**config.mk**
```make
export PLATFORM = sky130hd
export DESIGN_NAME = fpu_divide_iterative
export DESIGN_NICKNAME = d
export VERILOG_FILES = /design/src/rtl/fpu_divide_iterative_pkg.sv /design/src/rtl/fpu_divide_step.sv /design/src/rtl/fpu_divide_iterative.sv
export SDC_FILE = /design/constraint.sdc
export NUM_CORES = 1
export LEC_CHECK = 0
export BUFFER_PORTS_ARGS = -buffer_cell sky130_fd_sc_hd__buf_2
export CAP_MARGIN = 5
export CORE_UTILIZATION = 40
export DETAILED_ROUTE_END_ITERATION = 8
export GPL_TIMING_DRIVEN = 0
export PLACE_DENSITY = 0.72
export SYNTH_ARGS = -nofsm -noshare
export SYNTH_HDL_FRONTEND = slang
export SYNTH_HIERARCHICAL = 1
export SYNTH_SLANG_ARGS = --single-unit
```
**constraint.sdc**
```tcl
create_clock -name clk -period 2.7 [get_ports clk]
set_input_delay 0 -clock clk [delete_from_list [all_inputs] [get_ports clk]]
set_output_delay 0 -clock clk [all_outputs]
set_load 0.02 [all_outputs]
```
**src/rtl/fpu_divide_iterative_pkg.sv**
```systemverilog
// fpu_divide_iterative_pkg: shared types, flag indices and operand class decode for the iterative divider.
package fpu_divide_iterative_pkg;
    typedef enum logic [2:0] {RM_RNE, RM_RTZ, RM_RDN, RM_RUP, RM_RMM} fpu_round_mode_t;
    typedef enum logic [1:0] {IDLE, ITERATE, NORMALIZE, DONE} fpu_div_state_t;
    typedef enum logic [1:0] {CLS_ZERO, CLS_NORM, CLS_INF, CLS_NAN} fpu_class_t;
    localparam int FLAG_NV = 4;
    localparam int FLAG_DZ = 3;
    localparam int FLAG_OF = 2;
    localparam int FLAG_UF = 1;
    localparam int FLAG_NX = 0;
    // Width-agnostic: callers reduce their own exponent/mantissa fields; subnormals read as zero.
    function automatic fpu_class_t fpu_classify(input logic exp_zero, input logic exp_ones, input logic mant_zero);
        return exp_zero ? CLS_ZERO : !exp_ones ? CLS_NORM : mant_zero ? CLS_INF : CLS_NAN;
    endfunction
endpackage

```
**src/rtl/fpu_divide_step.sv**
```systemverilog
// fpu_divide_step: combinational chain of STEPS restoring-division stages.
module fpu_divide_step #(
    parameter int RW    = 25,
    parameter int QW    = 27,
    parameter int STEPS = 1
) (
    input  logic [RW-1:0] r_i,
    input  logic [RW-1:0] d_i,
    input  logic [QW-1:0] q_i,
    output logic [RW-1:0] r_o,
    output logic [QW-1:0] q_o
);
    always_comb begin
        r_o = r_i;
        q_o = q_i;
        for (int i = 0; i < STEPS; i++) begin
            q_o = {q_o[QW-2:0], r_o >= d_i};
            r_o = (r_o >= d_i ? r_o - d_i : r_o) << 1;
        end
    end
endmodule

```
**src/rtl/fpu_divide_iterative.sv**
```systemverilog
// fpu_divide_iterative: multi-cycle restoring float divider emitting unrounded mantissa, guard bits and flags.
module fpu_divide_iterative
    import fpu_divide_iterative_pkg::*;
#(
    parameter int EXP_WIDTH      = 8,
    parameter int MANT_WIDTH     = 23,
    parameter int GUARD_BITS     = 3,
    parameter int BITS_PER_CYCLE = 1
) (
    input  logic                          clk,
    input  logic                          rst,
    input  logic                          in_valid,
    output logic                          in_ready,
    input  logic [EXP_WIDTH+MANT_WIDTH:0] in_a,
    input  logic [EXP_WIDTH+MANT_WIDTH:0] in_b,
    input  fpu_round_mode_t               in_mode,
    output logic                          out_valid,
    input  logic                          out_ready,
    output logic                          out_sign,
    output logic [EXP_WIDTH-1:0]          out_exponent,
    output logic [MANT_WIDTH:0]           out_mantissa,
    output logic [GUARD_BITS-1:0]         out_guard,
    output logic                          out_nan,
    output logic                          out_inf,
    output logic                          out_zero,
    output fpu_round_mode_t               out_mode,
    output logic [4:0]                    out_flags
);
    localparam int E    = EXP_WIDTH;
    localparam int M    = MANT_WIDTH;
    localparam int G    = GUARD_BITS;
    localparam int Q    = M + 1 + G;
    localparam int N    = (Q + BITS_PER_CYCLE - 1) / BITS_PER_CYCLE;
    localparam int QX   = N * BITS_PER_CYCLE;
    localparam int CW   = $clog2(N + 1);
    localparam int BIAS = 2 ** (E - 1) - 1;

    fpu_div_state_t  state_q, state_d;
    fpu_class_t      ca, cb, cls_d, cls_q;
    fpu_round_mode_t mode_q, out_mode_q;
    logic            accept, dz_d, dz_q, sign_q;
    logic [CW-1:0]   cnt_q;
    logic [M+1:0]    r_q, d_q, r_step;
    logic [QX-1:0]   q_q, q_step;
    logic [E+1:0]    exp_q, exp_n;
    logic [QX:0]     qx;
    logic [Q-1:0]    qt, qn;
    logic [G-1:0]    gd;
    logic            shift, stk, spec, ovf, unf, norm;
    logic [4:0]      flags_n, out_flags_q;
    logic            out_sign_q, out_nan_q, out_inf_q, out_zero_q;
    logic [E-1:0]    out_exp_q;
    logic [M:0]      out_mant_q;
    logic [G-1:0]    out_guard_q;

    assign ca = fpu_classify(in_a[E+M-1:M] == '0, &in_a[E+M-1:M], in_a[M-1:0] == '0);
    assign cb = fpu_classify(in_b[E+M-1:M] == '0, &in_b[E+M-1:M], in_b[M-1:0] == '0);
    // Ternary order encodes special-case priority: nan, then x/0 and inf/x, then zero results.
    assign cls_d = (ca == CLS_NAN || cb == CLS_NAN || (ca == CLS_ZERO && cb == CLS_ZERO) ||
                    (ca == CLS_INF && cb == CLS_INF)) ? CLS_NAN
                 : (ca == CLS_INF || cb == CLS_ZERO) ? CLS_INF
                 : (ca == CLS_ZERO || cb == CLS_INF) ? CLS_ZERO : CLS_NORM;
    assign dz_d   = ca == CLS_NORM && cb == CLS_ZERO;
    assign accept = state_q == IDLE && in_valid;

    fpu_divide_step #(.RW(M + 2), .QW(QX), .STEPS(BITS_PER_CYCLE)) u_step (
        .r_i(r_q),
        .d_i(d_q),
        .q_i(q_q),
        .r_o(r_step),
        .q_o(q_step)
    );

    // Quotient bits past the first Q land in the low slice of qx and fold into sticky.
    assign qx    = {q_q, 1'b0};
    assign qt    = qx[QX -: Q];
    assign shift = !qt[Q-1];
    assign qn    = shift ? qt << 1 : qt;
    assign exp_n = exp_q - (E + 2)'(shift);
    assign stk   = |qx[QX-Q:0] || r_q != '0;
    assign gd    = qn[G-1:0] | G'(stk);
    assign spec  = cls_q != CLS_NORM;
    assign ovf   = !spec && !exp_n[E+1] && exp_n[E:0] >= (E + 1)'(2 ** E - 1);
    assign unf   = !spec && (exp_n[E+1] || exp_n == '0);
    assign norm  = !spec && !ovf && !unf;

    always_comb begin
        flags_n          = '0;
        flags_n[FLAG_NV] = cls_q == CLS_NAN;
        flags_n[FLAG_DZ] = dz_q;
        flags_n[FLAG_OF] = ovf;
        flags_n[FLAG_UF] = unf;
        flags_n[FLAG_NX] = ovf || unf || (norm && |gd);
    end

    always_ff @(posedge clk) begin
        if (rst) state_q <= IDLE;
        else     state_q <= state_d;
    end

    always_comb begin
        state_d = state_q == IDLE      ? (in_valid ? (cls_d != CLS_NORM ? NORMALIZE : ITERATE) : IDLE)
                : state_q == ITERATE   ? (cnt_q == CW'(N - 1) ? NORMALIZE : ITERATE)
                : state_q == NORMALIZE ? DONE
                : out_ready            ? IDLE : DONE;
    end

    always_comb begin
        in_ready  = state_q == IDLE;
        out_valid = state_q == DONE;
    end

    always_ff @(posedge clk) begin
        if (rst) begin
            cnt_q       <= '0;
            r_q         <= '0;
            d_q         <= '0;
            q_q         <= '0;
            exp_q       <= '0;
            sign_q      <= 1'b0;
            dz_q        <= 1'b0;
            cls_q       <= CLS_ZERO;
            mode_q      <= RM_RNE;
            out_sign_q  <= 1'b0;
            out_exp_q   <= '0;
            out_mant_q  <= '0;
            out_guard_q <= '0;
            out_nan_q   <= 1'b0;
            out_inf_q   <= 1'b0;
            out_zero_q  <= 1'b0;
            out_mode_q  <= RM_RNE;
            out_flags_q <= '0;
        end else begin
            if (accept) begin
                sign_q <= in_a[E+M] ^ in_b[E+M];
                exp_q  <= {2'b00, in_a[E+M-1:M]} - {2'b00, in_b[E+M-1:M]} + (E + 2)'(BIAS);
                r_q    <= {2'b01, in_a[M-1:0]};
                d_q    <= {2'b01, in_b[M-1:0]};
                q_q    <= '0;
                cnt_q  <= '0;
                cls_q  <= cls_d;
                dz_q   <= dz_d;
                mode_q <= in_mode;
            end
            if (state_q == ITERATE) begin
                r_q   <= r_step;
                q_q   <= q_step;
                cnt_q <= cnt_q + 1'b1;
            end
            if (state_q == NORMALIZE) begin
                out_sign_q  <= sign_q;
                out_exp_q   <= (cls_q == CLS_NAN || cls_q == CLS_INF || ovf) ? '1 : norm ? exp_n[E-1:0] : '0;
                out_mant_q  <= norm ? qn[Q-1:G] : '0;
                out_guard_q <= norm ? gd : '0;
                out_nan_q   <= cls_q == CLS_NAN;
                out_inf_q   <= cls_q == CLS_INF || ovf;
                out_zero_q  <= cls_q == CLS_ZERO || unf;
                out_mode_q  <= mode_q;
                out_flags_q <= flags_n;
            end
        end
    end

    assign out_sign     = out_sign_q;
    assign out_exponent = out_exp_q;
    assign out_mantissa = out_mant_q;
    assign out_guard    = out_guard_q;
    assign out_nan      = out_nan_q;
    assign out_inf      = out_inf_q;
    assign out_zero     = out_zero_q;
    assign out_mode     = out_mode_q;
    assign out_flags    = out_flags_q;
endmodule

```
-- Yosys cells after proc, flatten, opt, wreduce, memory -nomap -nowiden
Cells that the tools add are included.
W data, S select, Z words.
- add/subtract/negate cells: 5
- $mul: 0
- divide/modulo/power cells: 0
- $lt $le $gt $ge: 2
- eq/ne operators: 13
- shifts and indexed selects: 0
- mux-type cells: 28
- bitwise gates (word level): 2
- reductions and logical operators: 42
- operator list (kind ; count):
    $mux W27 ; 3
    $mux W25 ; 2
    $mux W24 ; 2
    $logic_not A23 Y1 ; 2
    $mux W2 ; 13
    $ge A25 B24 Y1 ; 1
    $reduce_bool A25 Y1 ; 1
    $sub A24 B24 Y24 ; 1
    $eq A2 B2 Y1 const B ; 8
    $logic_not A8 Y1 ; 2
    $mux W8 ; 2
    $reduce_and A8 Y1 ; 2
    $logic_or A1 B1 Y1 ; 12
    $add A9 B8 Y10 const B ; 1
    $logic_and A1 B1 Y1 ; 10
    $logic_not A10 Y1 ; 1
    $mux W5 ; 2
    $sub A10 B1 Y10 ; 1
    $ge A9 B8 Y1 const B ; 1
    $sub A8 B8 Y9 ; 1
    $logic_not A2 Y1 ; 4
    $add A5 B1 Y5 const B ; 1
    $eq A5 B5 Y1 const B ; 1
    $logic_not A1 Y1 ; 5
    9 further kinds ; 13
- bits in registers: 147
- latch bits: 0
- bits in writable memories: 0
- ROM bits: 0
- input port bits: 71
- output and inout port bits: 49
- word-level logic and storage cells: 112
- memories kept: 0

-- Longest topological paths before layout
Gate-level depths: netlist of run 1.
- word-level depth: 13
- mapped depth: 15

-- By module
The synthesis of run 1 kept the hierarchy.
- modules (own cells, without submodules) (module ; times used ; cells an instance ; area each (sq um) ; sequential area each (sq um)):
    fpu_divide_iterative ; 1 ; 820 ; 6708.9 ; 2922.8
    fpu_divide_step ; 1 ; 249 ; 1925.6 ; 0.0

-- Worst setup path after synthesis of run 1
No wires, ideal clock.
- path type: reg2reg
- start point: register d_q[1]
- end point: register r_q[16]
- library setup time: 0.132 ns
- arrival: 2.788 ns
- setup slack: -0.221 ns
- cell stages (with the launch flop): 15
- path buffers: 2
- clock period less this slack: 2.921 ns
- cell sequence: dfxtp_1 -> inv_1 -> ha_1 -> nor2b_1 -> o21bai_4 -> a2111oi_4 -> nor3_2 -> o31ai_4 -> a211oi_2 -> o211a_1 -> buf_6 -> buf_6 -> mux2_4 -> a22oi_1 -> a21oi_1
- longest elaborated chain between the ends: 3
- RTL lines (what ; line ; text):
    start, declared ; fpu_divide_iterative.sv:43 ; logic [M+1:0] r_q, d_q, r_step;
    start signal, assigned ; fpu_divide_iterative.sv:138 ; d_q <= {2'b01, in_b[M-1:0]};
    $sub A24 B24 Y24 / $ge A25 B24 Y1 (equally long branches) ; fpu_divide_step.sv:18 ; r_o = (r_o >= d_i ? r_o - d_i : r_o) << 1;
    $mux W24 (*) ; fpu_divide_step.sv:18 ;
    via r_step[16] ; fpu_divide_iterative.sv:43 ;
    $mux W25 (*) ; fpu_divide_iterative.sv:145 ; if (state_q == ITERATE) begin
    end signal, assigned ; fpu_divide_iterative.sv:137 ; r_q <= {2'b01, in_a[M-1:0]};
    end signal, assigned ; fpu_divide_iterative.sv:146 ; r_q <= r_step;
    end, declared ; fpu_divide_iterative.sv:43 ;
The timed path passes the listed nets; every way through them passes the cells marked *.
A chain may end at the register's enable or synchronous reset.

-- Worst setup path in the final report of run 1
- start point: register d_q[3]
- end point: register r_q[13]
Same word-level chain as after synthesis.

==> run_results.csv, run 1 <==
group,metric,value,unit
run_status,status,"finished with violations",
run_status,failed_checks,"setup timing",
global_route,grt_pass1_vias,7819,
drt,detail_route.first_pass.iterations,5,
timing,setup_tns,-6.45,ns
final_layout,fillers,1938,
yosys,ys_top_cells_by_area,"dfxtp_1 34%, nand2_1 7.5%, a21oi_1 6.7%",
yosys,syn-cell-area,0.00863,sq mm
drt,via_per_inst,5.43,
worst_setup_path,cp-end-kind,"flop",
yosys,netlist_instances,1069,
cts,insertion_delay,0.43,ns
yosys,yosys.area.top_type,"dfxtp_1",
job,cap_violations,0,
worst_setup_path,crit_slowest_cell,"a2111oi_4",
timing,layout_setup_ws,-0.302,ns
timing,layout_min_cycle_time,3.00,ns
final_layout,layout-drive-gt1-share,26.4,%
drt,vias,8530,
timing,rsz0062_at_grt,"true",
floorplan,coreArea,0.0211,sq mm
place,port_buffers,119,
cts,htree_levels,4,
power_and_ir_drop,p_sw_share,32.4,%
power_and_ir_drop,power,7370,uW
power_and_ir_drop,p_leak,0.00451,uW
power_and_ir_drop,p_comb_share,34.3,%
worst_setup_path,critPathMaxFanout,5,
timing,maxSlewHeadroom,45.1,%
worst_setup_path,rr_startpoint,"d_q[3]",
yosys,synth_ff_type,"dfxtp_1",
power_and_ir_drop,seq_power_share,32.1,%
power_and_ir_drop,power.density,649,mW/mm^2
timing,slew_violations,0,
hold_path,min-delay-start,"in_valid",
yosys,synth_top_cells_by_count,"172 x nand2_1, 146 x dfxtp_1, 115 x a21oi_1, 63 x nor2_1, 48 x inv_1",
timing,worst_slew_pin_slew,0.815,ns
yosys,avgSynthCellArea,8.08,sq um
worst_setup_path,crit_chain,"inv_2 -> ha_4 -> a21o_1 -> a21oi_4 -> a2111oi_4 -> nor3_2 -> o31ai_4 -> a211oi_2 -> o211a_1 -> buf_6 -> buf_12 -> mux2_4 -> a22oi_1 -> a21oi_1",
yosys,synth-seq-area-share,33.9,%
final_layout,diodes,0,
worst_setup_path,max_stage_delay,0.41,ns
worst_setup_path,worstSetupStartpointType,"flop",
hold_path,whs_endpoint,"exp_q[7]",
yosys,yosysWarnings,6,
final_layout,instances_no_fill,1571,
place,pre_cts_ws,-0.577,ns
global_route,grt_pass1_wl,39600,um
power_and_ir_drop,cell_internal_pwr,4980,uW
yosys,synth.most_common_cell,"nand2_1",
power_and_ir_drop,net-switching-power,2380,uW
worst_setup_path,cp_top_family,"compound AO/OA/AOI/OAI gates",
place,hpwl,18000,um
floorplan,ios,120,
floorplan,die_w,149,um
drt,routedWlPerCell,16.3,um
global_route,grt_max_degree,17,
drt,drc,0,
power_and_ir_drop,pwr-share-clk,33.7,%
timing,finalSetupViolCount,25,
place,place.gp.congestion,0.931,
floorplan,dieArea,0.0222,sq mm
worst_setup_path,r2r_end,"r_q[13]",
worst_setup_path,cp_num_buf_inv,3,
floorplan,fp.dieH,149,um
yosys,synth_fp_nets,1180,
timing,hold_viol_final,0,
hold_path,hold_class,"in -> reg",
global_route,overflow,0,
floorplan,initial_core_util,40.9,%
timing,clock.fmax,333,MHz
drt,first_iter_violations,512,
worst_setup_path,crit_arrival,3.29,ns
cts,cts_tree,"yes",
cts,cts_buffers,17,
final_layout,syn_to_final_growth,31.5,%
cts,clock-root-buffer,"clkbuf_16",
cts,clk_path_buf_depth,2,
worst_setup_path,crit_required,2.99,ns
final_layout,finalNetCount,1394,
floorplan,num_rows,53,
global_route,antenna_found_initial,0,
hold_path,hold_depth,4,
yosys,async_flop_share,0,%
timing,min_period_over_period,111,%
drt,ant_nets,0,
yosys,synth-edff-count,0,
yosys,synthDistinctLibCells,73,
drt,wirelength,25700,um
yosys,synth_seq_cells,146,
cts,clkSinkCount,146,
place,dp_cells,1463,
timing,fin_worst_skew,0.0109,ns
power_and_ir_drop,max-vdd-ir-drop,411,uV
cts,clk_pin_slew,0.06,ns
worst_setup_path,r2r_slack,-0.30,ns
yosys,synth_top_area_share,33.9,%
worst_setup_path,r2r_cells,14,
global_route,grt_use_total,22.7,%
final_layout,fin_util,53.9,%
worst_setup_path,crit_type,"reg -> reg",
## sequential cells by signal (all words and copies together), names as in the netlist
signal,flops
q_q,27
r_q,25
d_q,24
out_mantissa,24
exp_q,10
out_exponent,8
cnt_q,5
out_flags,5
mode_q,3
out_guard,3
out_mode,3
cls_q,2
state_q,2
dz_q,1
out_inf,1
out_sign,1
out_zero,1
sign_q,1
## timing repair
item / CTS / global route
hold buffers: 52 / 0
buffers inserted: 13 / 10
hold endpoints to repair: 51 / 0
pin swaps: 39 / 30
gates cloned: 1 / 0
gates resized for setup: 47 / 36
setup endpoints to repair: 33 / 57
## how the worst max path moves through the flow
stage	startpoint	end	slack, ns	cells after the start
finish	d_q[3]	r_q[13]	-0.30	14
global route	d_q[12]	r_q[16]	-0.39	13
CTS	d_q[3]	r_q[16]	-0.35	14
detailed placement	r_q[0]	r_q[19]	-0.58	13
global placement	r_q[0]	r_q[19]	-0.60	13
floorplan	d_q[4]	r_q[16]	-0.11	14
## per-layer routing
metal	GRT usage, %	vias up	wire length, um
met5	0	-	0
met4	7.86	0	748
met3	4.37	56	1520
met2	37.5	312	12000
met1	29.5	3967	11300
li1	-	4195	-
## cells in the final DEF (no fill, tap or decap), types with 6 or more instances in the layout
master / synthesis / final
a21oi_2: 0 / 7
buf_2: 3 / 120
xor2_1: 14 / 14
ha_4: 0 / 9
and2_1: 6 / 6
xnor2_1: 23 / 22
a22oi_1: 23 / 6
dfxtp_2: 0 / 10
a21oi_1: 115 / 106
o21ai_2: 20 / 23
nand2b_1: 11 / 10
o21ai_0: 27 / 23
a22oi_2: 0 / 17
clkbuf_1: 44 / 44
a211oi_1: 22 / 22
nand4_1: 17 / 17
or3_1: 7 / 7
mux2_4: 17 / 22
dlygate4sd3_1: 0 / 52
buf_1: 9 / 9
a21o_1: 14 / 14
inv_1: 48 / 43
nor3_1: 13 / 12
nand2_1: 172 / 169
nor2_1: 63 / 62
ha_1: 38 / 26
clkbuf_16: 0 / 17
buf_4: 28 / 49
mux2i_1: 26 / 26
nor4_1: 22 / 21
nor2b_1: 7 / 6
nand3_1: 41 / 40
dfxtp_1: 146 / 135
## cells by family after synthesis
| group | count (synthesis) | synth area share [%] |
|---|---|---|
| compound gates | 274 | 20.9 |
| xor+xnor | 37 | 3.75 |
| fa+ha+maj | 40 | 5.97 |
| buf+inv | 137 | 7.65 |
| flops | 146 | 33.9 |
| mux | 49 | 6.75 |
| other cells | 2 | 0.0870 |
| simple gates | 384 | 21.0 |
## through the flow
step / hold WS [ns] / instance area (sq um)
6_report: 0.0441 / 11400
5_1_grt: 0.0762 / 11400
4_1_cts: 0.0348 / 11100
3_5_place_dp: 0.250 / 9650
3_3_place_gp: 0.247 / 9650
2_1_floorplan: 0.128 / 8710
## worst min-delay path, stage by stage
cell and delay (ns):
buf_2 0.10, nand2_1 0.09, or4_1 0.12, o311ai_0 0.09
## final cells by class
type / instances / area (sq um) / share of cell area (%)
sequential: 146 / 2940 / 25.9
inverter: 48 / 180 / 1.59
tap: 275 / 344 / 3.03
clock buffer: 18 / 439 / 3.87
clock inverter: 14 / 178 / 1.56
buffer: 89 / 510 / 4.50
timing repair buffer: 195 / 1340 / 11.8
multi-input combinational: 786 / 5430 / 47.8
## power groups by stage
stage	Sequential (uW)	Clock, uW	Combinational (uW)
after CTS	2360	2500	2280
after global placement	2390	0	1950
after global routing	2370	2600	2700
final	2360	2480	2530
after detailed placement	2400	0	1970
after floorplan	2370	0	1560
(Power assumes the default switching activity.)
==> run 2: changes to the inputs <==
--- a/config.mk
+++ b/config.mk
@@ -5,6 +5,7 @@
 export SDC_FILE = /design/constraint.sdc
 export NUM_CORES = 1
 export LEC_CHECK = 0
+export ABC_AREA = 1
 export BUFFER_PORTS_ARGS = -buffer_cell sky130_fd_sc_hd__buf_2
 export CAP_MARGIN = 5
 export CORE_UTILIZATION = 40
==> run_results.csv, run 2 <==
group,metric,value,unit
yosys,synth_simple_gate_area_share,38.1,%
final_layout,top_register,"q_q",
worst_setup_path,cp_common_cell,"nand2_1",
final_layout,instances_no_fill,2104,
yosys,async_flop_share,0,%
yosys,yosys.area.top_type,"dfxtp_1",
power_and_ir_drop,p_leak,0.00578,uW
worst_setup_path,worstSetupStartpointType,"flop",
place,port_buffers,118,
drt,ant_nets,0,
yosys,avgSynthCellArea,6.26,sq um
worst_setup_path,critPathMaxFanout,10,
power_and_ir_drop,p_comb_share,35.9,%
power_and_ir_drop,pwr-share-clk,32.1,%
yosys,synth_fp_nets,1691,
yosys,synth_compound_area_share,12.5,%
global_route,antenna_found_initial,0,
worst_setup_path,cp_top_family,"simple AND/OR/NAND/NOR gates",
worst_setup_path,crit_start,"r_q[15]",
yosys,synth_top_area_share,29.6,%
cts,cts_tree,"yes",
power_and_ir_drop,power,7630,uW
yosys,synthXorXnorAreaFrac,1.58,%
yosys,synth.most_common_cell,"nand2_1",
floorplan,num_rows,57,
worst_setup_path,crit_chain,"ha_1 -> nand2_1 -> inv_1 -> nand2_1 -> nand2_1 -> inv_1 -> nand2_1 -> a21oi_4 -> clkbuf_1 -> nand4_1 -> nand2_1 -> nand2_1 -> a31oi_1",
timing,worst_slew_pin_slew,0.767,ns
worst_setup_path,cp_num_buf_inv,3,
yosys,synth_seq_cells,146,
yosys,synth_ff_type,"dfxtp_1",
floorplan,ios,120,
worst_setup_path,crit_slowest_cell,"dfxtp_1",
drt,wirelength,30500,um
yosys,synth_top_cells_by_count,"509 x nand2_1, 189 x inv_1, 188 x nor2_1, 146 x dfxtp_1, 82 x o21ai_0",
cts,cts_buffers,17,
worst_setup_path,crit_type,"reg -> reg",
timing,hold_viol_final,0,
cts,clock-root-buffer,"clkbuf_16",
place,dp_cells,2022,
drt,first_iter_violations,800,
timing,rsz0062_at_grt,"true",
hold_path,min-delay-start,"in_b[23]",
power_and_ir_drop,p_sw_share,40.2,%
job,cap_violations,0,
yosys,muxShareOfSynthArea,0.101,%
timing,layout_min_cycle_time,2.54,ns
power_and_ir_drop,seq_power_share,32.1,%
drt,detail_route.first_pass.iterations,5,
floorplan,die_w,159,um
power_and_ir_drop,max-vdd-ir-drop,504,uV
floorplan,initial_core_util,40.8,%
worst_setup_path,max_stage_delay,0.45,ns
place,place.gp.congestion,0.951,
final_layout,layout-drive-gt1-share,15.6,%
final_layout,syn_to_final_growth,21.5,%
global_route,grt_pass1_wl,49600,um
floorplan,coreArea,0.0242,sq mm
power_and_ir_drop,net-switching-power,3070,uW
yosys,synth_top_family_by_area,"simple AND/OR/NAND/NOR gates",
yosys,synthDistinctLibCells,47,
global_route,grt_pass1_vias,9965,
drt,vias,10626,
yosys,netlist_instances,1580,
timing,finalSetupViolCount,0,
worst_setup_path,crit_arrival,2.89,ns
floorplan,dieArea,0.0254,sq mm
yosys,yosysWarnings,6,
timing,fin_worst_skew,0.0133,ns
cts,insertion_delay,0.44,ns
global_route,grt_use_total,24.5,%
final_layout,final_common_cell,"nand2_1",
cts,clk_path_buf_depth,2,
hold_path,hold_class,"in -> reg",
worst_setup_path,crit_required,3.05,ns
power_and_ir_drop,cell_internal_pwr,4570,uW
yosys,synth-edff-count,0,
drt,drc,0,
timing,slew_violations,0,
cts,clkSinkCount,146,
drt,via_per_inst,5.05,
global_route,grt_max_degree,17,
timing,clock.fmax,394,MHz
place,hpwl,23300,um
timing,min_period_over_period,94.1,%
worst_setup_path,rr_startpoint,"r_q[15]",
global_route,overflow,0,
yosys,syn-cell-area,0.00989,sq mm
cts,clk_pin_slew,0.07,ns
power_and_ir_drop,power.density,636,mW/mm^2
run_status,status,"complete, no violations",
timing,maxSlewHeadroom,48.9,%
final_layout,finalNetCount,1878,
cts,htree_levels,4,
final_layout,final_cell_mix,"509 x nand2_1, 188 x inv_1, 187 x nor2_1",
final_layout,largest_reg_flops,27,
drt,routedWlPerCell,14.5,um
yosys,synth-seq-area-share,29.6,%
final_layout,diodes,0,
final_layout,top_regs,"q_q: 27 flops, r_q: 25 flops",
yosys,ys_top_cells_by_area,"dfxtp_1 30%, nand2_1 19%, inv_1 7.2%",
yosys,synth_fa_ha_area_share,5.21,%
floorplan,fp.dieH,159,um
worst_setup_path,cp-end-kind,"flop",
==> run 2: cell count changes after synthesis, sizes merged, moves of 18 or more <==
cell    before  now
nand2      172  515
inv         48  195
nor2        63  196
nand3       41   85
o21ai       48   82
nand4       18   49
mux2i       26    1
a22oi       23    0
mux2        23    0
a211oi      24    2
nor4        22    3
xnor2       23    5
==> run 2: power groups by stage <==
stage | combinational, uW | sequential (uW) | clock [uW]
after floorplan | 1940 | 2480 | 0
after global placement | 2580 | 2490 | 0
after detailed placement | 2610 | 2490 | 0
after CTS | 2690 | 2450 | 2470
after global routing | 3050 | 2460 | 2550
final | 2740 | 2450 | 2450
==> run 2: kinds of logic (layout without fill, tap and decap cells) <==
kind of cell	Yosys count	count (layout)
simple gates	867	867
buf+inv	289	489
compound gates	218	218
flops	146	146
fa+ha+maj	40	40
xor+xnor	17	17
other cells	2	2
mux	1	1
==> run 2: cell type report <==
class | instances | area (sq um)
Buffer | 90 | 518
Clock buffer | 17 | 425
Clock inverter | 15 | 168
Fill cell | 2466 | 12200
Inverter | 196 | 744
Multi-Input combinational cell | 1145 | 5710
Sequential cell | 146 | 2920
Tap cell | 324 | 405
Timing Repair Buffer | 171 | 1120
==> run 2: worst paths after layout <==
| path | cells past startpoint | to | slack [ns] |
|---|---|---|---|
| setup / recovery | 13 | r_q[11] | 0.16 |
| hold / removal | 4 | exp_q[1] | 0.14 |
| setup reg to reg | 13 | r_q[11] | 0.16 |
| hold reg to reg | 2 | d_q[15] | 0.49 |
==> run 2: per-layer routing <==
| layer | track usage, % | up-vias | part of all wire [%] |
|---|---|---|---|
| met5 | 0 | - | 0 |
| met4 | 11.1 | 0 | 3.3 |
| met3 | 3.00 | 57 | 5.4 |
| met2 | 40.1 | 330 | 46 |
| met1 | 32.1 | 4871 | 45 |
| li1 | - | 5368 | - |
==> run 2: worst reg2reg max path, stage by stage (launching register included) <==
cell	delay, ns
dfxtp_1	0.45
ha_1	0.33
nand2_1	0.15
inv_1	0.07
nand2_1	0.06
nand2_1	0.07
inv_1	0.06
nand2_1	0.10
a21oi_4	0.27
clkbuf_1	0.38
nand4_1	0.14
nand2_1	0.10
nand2_1	0.06
a31oi_1	0.20
==> run 2: per-stage QoR <==
step	hold WS (ns)	cell area (sq um)	setup slack (ns)	util (%)	TNS, ns
finish	0.142	12000	0.160	49.5	0
floorplan	0.148	9890	0.0341	-	0
global placement	0.260	10900	-0.422	44.9	-14.20
CTS	0.125	12000	0.129	49.5	0
global route	0.184	12000	-0.00467	49.5	-0.00467
detailed placement	0.265	10900	-0.522	44.9	-17.99
==> run 2: repair_timing <==
action	4_1_cts	5_1_grt
hold endpoints to repair	51	0
hold buffers	52	0
setup buffers	1	0
pin swaps	0	0
endpoints found under the setup margin	40	17
gates cloned	0	0
gates resized for setup	2	5
==> run 3: changes to the inputs <==
--- a/config.mk
+++ b/config.mk
@@ -11,7 +11,7 @@
 export CORE_UTILIZATION = 40
 export DETAILED_ROUTE_END_ITERATION = 8
 export GPL_TIMING_DRIVEN = 0
-export PLACE_DENSITY = 0.72
+export PLACE_DENSITY = 0.69
 export SYNTH_ARGS = -nofsm -noshare
 export SYNTH_HDL_FRONTEND = slang
 export SYNTH_HIERARCHICAL = 1
==> constraint.sdc (replaced) <==
create_clock -name clk -period 2.4 [get_ports clk]
set_input_delay 0 -clock clk [delete_from_list [all_inputs] [get_ports clk]]
set_output_delay 0 -clock clk [all_outputs]
set_load 0.02 [all_outputs]
==> run_results.csv, run 3 (same netlist as run 2, synthesis figures left out) <==
group,metric,value,unit
final_layout,final_common_cell,"nand2_1",
worst_setup_path,critPathMaxFanout,10,
drt,vias,10820,
cts,clk_pin_slew,0.07,ns
power_and_ir_drop,max-vdd-ir-drop,579,uV
drt,first_iter_violations,895,
hold_path,min-delay-start,"in_b[23]",
worst_setup_path,rr_startpoint,"state_q[1]",
place,port_buffers,118,
final_layout,fin_util,52.3,%
cts,insertion_delay,0.44,ns
worst_setup_path,endpoint,"r_q[12]",
power_and_ir_drop,cell_internal_pwr,5470,uW
timing,clock.fmax,426,MHz
job,cap_violations,0,
power_and_ir_drop,p_comb_share,38.0,%
final_layout,instances_no_fill,2127,
final_layout,finalNetCount,1901,
floorplan,initial_core_util,40.8,%
floorplan,ios,120,
final_layout,layout-drive-gt1-share,20.4,%
power_and_ir_drop,p_leak,0.00598,uW
global_route,grt_pass1_vias,9891,
global_route,overflow,0,
timing,hold_viol_final,0,
cts,clock-root-buffer,"clkbuf_16",
power_and_ir_drop,p_sw_share,39.8,%
final_layout,largest_reg_flops,27,
power_and_ir_drop,net-switching-power,3610,uW
power_and_ir_drop,seq_power_share,30.6,%
timing,min_period_over_period,97.8,%
global_route,antenna_found_initial,0,
worst_setup_path,crit_arrival,2.70,ns
floorplan,dieArea,0.0254,sq mm
worst_setup_path,crit_required,2.75,ns
timing,worst_slew_pin_slew,0.759,ns
worst_setup_path,crit_type,"reg -> reg",
global_route,grt_max_degree,17,
timing,fin_worst_skew,0.00961,ns
run_status,status,"complete, no violations",
cts,clk_path_buf_depth,2,
place,place.gp.congestion,0.918,
drt,drc,0,
drt,wirelength,31400,um
cts,htree_levels,4,
drt,routedWlPerCell,14.7,um
worst_setup_path,r2r_slack,0.05,ns
place,hpwl,23400,um
timing,rsz0062_at_grt,"true",
worst_setup_path,crit_start,"state_q[1]",
floorplan,fp.dieH,159,um
power_and_ir_drop,power.density,716,mW/mm^2
place,dp_cells,2022,
floorplan,num_rows,57,
final_layout,top_regs,"q_q: 27 flops, r_q: 25 flops",
worst_setup_path,cp-end-kind,"flop",
drt,detail_route.first_pass.iterations,8,
cts,clkSinkCount,146,
final_layout,fillers,2405,
floorplan,coreArea,0.0242,sq mm
power_and_ir_drop,pwr-share-clk,31.4,%
timing,finalSetupViolCount,0,
drt,via_per_inst,5.09,
timing,layout_min_cycle_time,2.35,ns
worst_setup_path,r2r_cells,6,
hold_path,hold_class,"in -> reg",
cts,cts_tree,"yes",
final_layout,syn_to_final_growth,28.2,%
final_layout,top_register,"q_q",
drt,ant_nets,0,
worst_setup_path,worstSetupStartpointType,"flop",
worst_setup_path,r2r_end,"r_q[12]",
global_route,grt_use_total,24.6,%
global_route,grt_pass1_wl,50200,um
final_layout,diodes,0,
floorplan,die_w,159,um
cts,cts_buffers,17,
timing,slew_violations,0,
timing,maxSlewHeadroom,49.4,%
final_layout,final_cell_mix,"496 x nand2_1, 187 x inv_1, 184 x nor2_1",
[run 3: cell types whose count changed in the layout (fill, tap and decap cells not counted), moves of 3 or more]
| cell | previous run | this run |
|---|---|---|
| buf_4 | 31 | 51 |
| clkbuf_1 | 43 | 40 |
| dfxtp_1 | 145 | 126 |
| dfxtp_2 | 1 | 18 |
| ha_1 | 37 | 16 |
| ha_4 | 0 | 20 |
| nand2_1 | 509 | 496 |
| nand2_2 | 6 | 17 |
| nand3_4 | 2 | 6 |
| nor2_1 | 187 | 184 |
[run 3: how the worst min path moves through the flow]
stage | end | slack, ns | cells past startpoint
after floorplan | d_q[22] | 0.15 | 2
after global placement | mode_q[2] | 0.26 | 3
after detailed placement | mode_q[1] | 0.26 | 3
after CTS | exp_q[0] | 0.13 | 4
after global routing | exp_q[0] | 0.17 | 4
final | exp_q[0] | 0.13 | 4
[run 3: repair_timing]
item | CTS | global route
endpoints found under the hold margin | 52 | 0
pin swaps | 7 | 20
setup endpoints to repair | 61 | 61
setup buffers | 10 | 12
hold buffers | 52 | 0
resized for setup | 29 | 79
[run 3: cell type report]
class                   count  area [sq um]  share of cell area [%]
plain buffers              92           562                    4.43
clock buffers              17           425                    3.35
clock inverters            15           191                    1.51
inverters                 196           741                    5.84
multi-input cells        1145          6110                    48.2
flip-flops and latches    146          2950                    23.3
well taps                 324           405                    3.20
repair buffers            192          1290                    10.2
[run 3: power by group through the flow]
stage | clock (uW) | sequential, uW | combinational [uW]
after floorplan | 0 | 2790 | 2190
after global placement | 0 | 2800 | 2940
after detailed placement | 0 | 2810 | 2970
after CTS | 2870 | 2760 | 3150
after global routing | 2960 | 2800 | 3830
final | 2850 | 2780 | 3450
[run 3: stage by stage]
step | total power [uW] | instance area [sq um] | setup TNS [ns] | worst slack, ns | hold WS [ns]
floorplan | 4990 | 9910 | 0 | 0.0384 | 0.148
finish | 9080 | 12700 | 0 | 0.0530 | 0.132
global placement | 5740 | 10900 | -10.23 | -0.302 | 0.256
detailed placement | 5780 | 10900 | -14.26 | -0.413 | 0.261
global route | 9600 | 12700 | -0.0508 | -0.0292 | 0.170
CTS | 8770 | 12200 | 0 | 0.00655 | 0.128
[run 3: worst max-delay path, cell delays in order, from the launching register on]
cell and delay, ns:
dfxtp_1 0.33, nor2_1 0.25, nand2_1 0.44, inv_2 0.28
clkbuf_1 0.50, nand2_1 0.24, a31oi_1 0.22
[run 3: per-layer routing]
metal / global-route usage, % / vias up / share of wire, %
li1: - / 5420 / -
met3: 3.13 / 68 / 5.5
met5: 0 / - / 0
met1: 32.8 / 4938 / 45
met2: 40.4 / 394 / 46
met4: 9.66 / 0 / 3.4
